File: src/rtl/decoder_nx2n_seq.sv
// Registered N-to-2^N decoder with one-hot, thermometer, scan and hold modes.
// All outputs update one clock after the inputs are sampled.
module decoder_nx2n_seq #(
  parameter int SEL_W    = 3,
  parameter int OUT_W    = 8,
  parameter int SCAN_DIV = 4
) (
  input  logic             clk,
  input  logic             rst,
  input  logic             en,
  input  logic [1:0]       mode,
  input  logic [SEL_W-1:0] sel,
  input  logic             load,
  output logic [OUT_W-1:0] y,
  output logic [SEL_W-1:0] idx,
  output logic             wrap,
  output logic             err
);

  localparam int DIV_W = (SCAN_DIV > 1) ? $clog2(SCAN_DIV) : 1;

  // sel is range-checked one bit wider so OUT_W == 2**SEL_W fits.
  localparam logic [SEL_W:0]   LIM   = (SEL_W+1)'(OUT_W);
  localparam logic [SEL_W-1:0] LAST  = SEL_W'(OUT_W - 1);
  localparam logic [DIV_W-1:0] DLAST = DIV_W'(SCAN_DIV - 1);
  localparam logic [OUT_W-1:0] ONE   = OUT_W'(1);
  localparam logic [OUT_W-1:0] TWO   = OUT_W'(2);

  typedef enum logic [1:0] {
    M_ONEHOT = 2'b00,
    M_THERM  = 2'b01,
    M_SCAN   = 2'b10,
    M_HOLD   = 2'b11
  } mode_e;

  logic [DIV_W-1:0] div;
  logic             scan_q;

  logic [OUT_W-1:0] y_d;
  logic [SEL_W-1:0] idx_d;
  logic             wrap_d;
  logic             err_d;
  logic [DIV_W-1:0] div_d;
  logic             scan_d;

  logic             sel_ok;
  logic [DIV_W-1:0] div_cur;
  logic             step;
  logic             at_last;

  // Range check, effective divider and step detection.
  always_comb begin
    sel_ok  = {1'b0, sel} < LIM;
    // A scan entered from another mode starts with a fresh divider.
    div_cur = scan_q ? div : '0;
    step    = (div_cur == DLAST);
    at_last = (idx == LAST);
  end

  // Next-state and output decode for every mode.
  always_comb begin
    y_d    = y;
    idx_d  = idx;
    wrap_d = 1'b0;
    err_d  = err;
    div_d  = div;
    scan_d = scan_q;
    if (!en) begin
      y_d   = '0;
      err_d = 1'b0;
    end else begin
      scan_d = (mode == M_SCAN);
      case (mode)
        M_ONEHOT: begin
          y_d   = sel_ok ? (ONE << sel) : '0;
          err_d = !sel_ok;
        end
        M_THERM: begin
          y_d   = sel_ok ? ((TWO << sel) - ONE) : '0;
          err_d = !sel_ok;
        end
        M_SCAN: begin
          err_d = 1'b0;
          if (load) begin
            idx_d = sel_ok ? sel : '0;
            div_d = '0;
          end else if (step) begin
            idx_d  = at_last ? '0 : idx + SEL_W'(1);
            wrap_d = at_last;
            div_d  = '0;
          end else begin
            div_d = div_cur + DIV_W'(1);
          end
          y_d = ONE << idx_d;
        end
        M_HOLD: begin
          wrap_d = 1'b0;
        end
      endcase
    end
  end

  // Output and scan-state registers.
  always_ff @(posedge clk or posedge rst) begin
    if (rst) begin
      y      <= '0;
      idx    <= '0;
      wrap   <= 1'b0;
      err    <= 1'b0;
      div    <= '0;
      scan_q <= 1'b0;
    end else begin
      y      <= y_d;
      idx    <= idx_d;
      wrap   <= wrap_d;
      err    <= err_d;
      div    <= div_d;
      scan_q <= scan_d;
    end
  end

endmodule

File: config.mk
export PLATFORM = sky130hd
export DESIGN_NAME = decoder_nx2n_seq
export DESIGN_NICKNAME = d
export VERILOG_FILES = /design/src/rtl/decoder_nx2n_seq.sv
export SDC_FILE = /design/constraint.sdc
export NUM_CORES = 1
export LEC_CHECK = 0
export ABC_CLOCK_PERIOD_IN_PS = 4160
export BUFFER_PORTS_ARGS = -buffer_cell sky130_fd_sc_hd__buf_2
export CAP_MARGIN = 15
export CORE_MARGIN = 1.5
export CORE_UTILIZATION = 40
export DETAILED_ROUTE_END_ITERATION = 7
export PLACE_DENSITY = 0.63
export SETUP_SLACK_MARGIN = 0.1
export SLEW_MARGIN = 20
export SYNTH_ARGS = -nofsm -noshare
export SYNTH_HDL_FRONTEND = slang
export SYNTH_SLANG_ARGS = --single-unit
File: constraint.sdc
create_clock -name clk -period 4.16 [get_ports clk]
set_input_delay 1.04 -clock clk [delete_from_list [all_inputs] [get_ports clk]]
set_output_delay 1.04 -clock clk [all_outputs]
set_load 0.01 [all_outputs]
==> impl_metrics.ini <==
[outcome]
result_of_the_run = finished, final reports clean

[drt]
wl_per_cell_um = 14.3
wl_um = 2360
drcViolationCount = 0
vias_per_cell = 5.49
final_antenna_violating_net_count = 0
routed-via-count = 906
drt-initial-drc-count = 39
drt-pass1-iter-count = 4

[sta]
final_count_of_hold_timing_violations = 0
fin_worst_skew_ns = 0.00701
worstMarginPinSlew_ns = 0.570
fin_tns_setup_ns = 0
final_worst_path_period_share = 0.568
max_transition_viols_final = 0
slew-limit-headroom = 0.620
finalHoldWorstSlack_ns = 0.493
fmax_ghz = 0.423
fin_crit_ns = 2.36
unrepaired_setup_endpoints_after_global_routing = no
setup_ws_ns = 1.80
report.final.setup_viol = 0

[logic_synthesis]
mean_area_per_synthesized_cell_sq_um = 9.13
ys_ff_latch = 15
cell_count_after_synthesis = 120
synth.cell_area_sq_um = 1100
synth_top_family_by_area = compound AO/OA/AOI/OAI gates
netlist.area_leader.share = 0.342
synthesized_area_fraction_occupied_by_adder_cells = 0.0457
synth_sequential_area_ratio = 0.342
synth_fp_nets = 133
post_synth_and_or_nand_nor_area_fraction = 0.209
synth.area.mux_share = 0.0674
ys_top_cells_by_area = sky130_fd_sc_hd__dfrtp_1 (34%), sky130_fd_sc_hd__ha_1 (4.6%), sky130_fd_sc_hd__nand2_1 (4.5%)
netlist.top_cell.by_area = sky130_fd_sc_hd__dfrtp_1
synth_compound_area_frac = 0.248
area_share_of_xor_xnor_cells_in_the_synthesized_design = 0.00799
yosysUniqueCellTypes = 41
yosys_warnings = 0

[worst_setup_path]
critPathRequiredTime_ns = 4.32
cp-end-kind = flop
worstReg2RegEnd = y[1]$_DFFE_PP0P_
critical_path_peak_fanout = 12
reg2reg_setup_slack_ns = 2.15
crit-reg2reg-launch = scan_q$_DFFE_PP0P_
worst-endpoint-arrival_ns = 2.52
start_kind = input port
type_of_the_setup_path_with_the_least_slack = input port to flop
rr_worst_depth = 6

[power_and_ir_drop]
power.combinational.fraction = 0.282
total_switching_power_w = 0.000116
internal_power_w = 0.000233
share_of_total_power_consumed_by_net_switching = 0.332
power_frac_seq = 0.480
vdd_drop_max_mv = 0.196
pwr_density_cell_nw_per_um2 = 291
cellLeakagePower_nw = 0.564
pwr-share-clk = 0.237

[clocking]
clkSinkCount = 15
cts.reportedPaths.clkPinSlew_ns = 0.09
cts.root.buffer_cell = sky130_fd_sc_hd__clkbuf_4
cts-buffers-inserted = 3
cts.hold.buffers_added = 0
cts_tree = done
post-cts-setup-buffer-count = 0
post_cts_resized = 0
clk_latency_ns = 0.28
max-clock-path-buffers = 2
cts-htree-levels = 1

[placed_design]
numPlacedInstances = 161
gpl.final_weighted_congestion = 0.874
dp_slack_ns = 1.51
numPortBuffers = 20
dp_hpwl_um = 1840

[global_routing]
grtUsageTotal = 0.165
wire_length_of_the_first_global_routing_pass_um = 4040
first_global_vias = 860
antenna_violations_before_repair = 0
grt_overflow_total = 0
grt_start_max_net_pins = 16

[layout]
drive_above_1_share = 0.259
final-seq-area_sq_um = 375
mostFrequentLayoutCell = sky130_fd_sc_hd__buf_2
fin_util = 0.471
design.final.nets = 149
fill_cells = 257
flow.area_growth_from_synthesis_pct = 9.47
most_frequent_cells_in_the_layout = sky130_fd_sc_hd__buf_2 (20), sky130_fd_sc_hd__dfrtp_1 (15), sky130_fd_sc_hd__nand2_1 (13)
antennaDiodeCount = 0
final_cells = 165
multi_input_comb_area_sq_um = 637

[die]
die_area_sq_um = 3060
initial_utilization = 0.431
row_count = 18
top_level_ports = 22
floorplan.die.width_um = 55.3
fp.coreArea_sq_um = 2540
dieHeight_um = 55.3

[min_path]
timing.hold.worst.class = flop to flop
whs_path_depth = 2
hold_path_startpoint = div[1]$_DFFE_PP0P_
hold-path-endpoint = div[1]$_DFFE_PP0P_

[flow_run]
max-cap-violations = 0
## synthesized netlist by cell type
master and instances:
sky130_fd_sc_hd__dfrtp_1 15, sky130_fd_sc_hd__nand2_1 13, sky130_fd_sc_hd__nor2_1 8, sky130_fd_sc_hd__o21ai_0 8, sky130_fd_sc_hd__a21oi_1 7, sky130_fd_sc_hd__inv_1 6
sky130_fd_sc_hd__buf_4 5, sky130_fd_sc_hd__a211oi_1 4, sky130_fd_sc_hd__a31oi_1 4, sky130_fd_sc_hd__ha_1 4, sky130_fd_sc_hd__mux2i_1 4, sky130_fd_sc_hd__nor3b_1 4
sky130_fd_sc_hd__mux2_2 3, sky130_fd_sc_hd__nor2b_1 3, sky130_fd_sc_hd__and2_1 2, sky130_fd_sc_hd__clkbuf_1 2, sky130_fd_sc_hd__nor3_1 2, sky130_fd_sc_hd__o31ai_1 2
sky130_fd_sc_hd__o32ai_2 2, sky130_fd_sc_hd__a211oi_2 1, sky130_fd_sc_hd__a211oi_4 1, sky130_fd_sc_hd__a2bb2oi_1 1, sky130_fd_sc_hd__and3_1 1, sky130_fd_sc_hd__and4_1 1
sky130_fd_sc_hd__buf_2 1, sky130_fd_sc_hd__buf_6 1, sky130_fd_sc_hd__conb_1 1, sky130_fd_sc_hd__nand3_1 1, sky130_fd_sc_hd__nand3b_1 1, sky130_fd_sc_hd__nand4_1 1
sky130_fd_sc_hd__nor3b_4 1, sky130_fd_sc_hd__o211a_1 1, sky130_fd_sc_hd__o211ai_1 1, sky130_fd_sc_hd__o21bai_1 1, sky130_fd_sc_hd__o22ai_1 1, sky130_fd_sc_hd__o31ai_2 1
sky130_fd_sc_hd__o32ai_1 1, sky130_fd_sc_hd__or2_4 1, sky130_fd_sc_hd__or3_1 1, sky130_fd_sc_hd__or3b_4 1, sky130_fd_sc_hd__xor2_1 1
## layout make-up
cell class	instances	area share
sequential	15	0.313
clock buffer	3	0.0188
multi-input combinational	90	0.531
timing repair buffer	20	0.0834
tap	30	0.0313
clock inverter	1	0.00417
inverter	6	0.0188
## layer usage
| layer | up-vias | share of wire | GRT usage |
|---|---|---|---|
| met5 | - | 0 | 0 |
| met2 | 31 | 0.44 | 0.253 |
| met1 | 412 | 0.51 | 0.238 |
| met4 | 0 | 0.0042 | 0.0105 |
| li1 | 461 | - | - |
| met3 | 2 | 0.049 | 0.0515 |
## flip-flops by register name (all words and copies together), names as in the netlist
register / cells
idx: 3
div: 2
y: 8
wrap: 1
scan_q: 1
## how the worst max path moves through the flow
| stage | depth (start not counted) | endpoint | start |
|---|---|---|---|
| detailed placement | 6 | y[5]$_DFFE_PP0P_ | sel[1] |
| global route | 6 | y[5]$_DFFE_PP0P_ | sel[1] |
| floorplan | 6 | y[5]$_DFFE_PP0P_ | sel[1] |
| global placement | 6 | y[5]$_DFFE_PP0P_ | sel[1] |
| CTS | 6 | y[5]$_DFFE_PP0P_ | sel[1] |
| finish | 6 | y[5]$_DFFE_PP0P_ | sel[1] |
## through the flow
step	total power (W)	area, sq um
after floorplan	0.000243	1100
after global placement	0.000267	1170
after detailed placement	0.000269	1170
after CTS	0.000357	1200
after global routing	0.000377	1200
final	0.000349	1200
## critical path, cell delays in order
cell	delay, ns
sky130_fd_sc_hd__buf_2	0.16
sky130_fd_sc_hd__or3_1	0.40
sky130_fd_sc_hd__ha_1	0.25
sky130_fd_sc_hd__mux2_2	0.28
sky130_fd_sc_hd__a211oi_1	0.27
sky130_fd_sc_hd__o32ai_2	0.12
## power groups by stage
| stage | Combinational, W | Sequential, W | Clock [W] |
|---|---|---|---|
| after floorplan | 0.0000696 | 0.000173 | 0 |
| after global placement | 0.0000969 | 0.000170 | 0 |
| after detailed placement | 0.0000984 | 0.000170 | 0 |
| after CTS | 0.0000991 | 0.000168 | 0.0000905 |
| after global routing | 0.000110 | 0.000169 | 0.0000976 |
| final | 0.0000985 | 0.000168 | 0.0000828 |
## cell families after synthesis
group	count (synthesis)
and+or+nand+nor	41
AOI/OAI and AO/OA	36
DFF	15
buffers and inverters	15
muxes	7
adders and majority gates	4
other	1
xor gates and xnor gates	1
(Power assumes the default switching activity.)
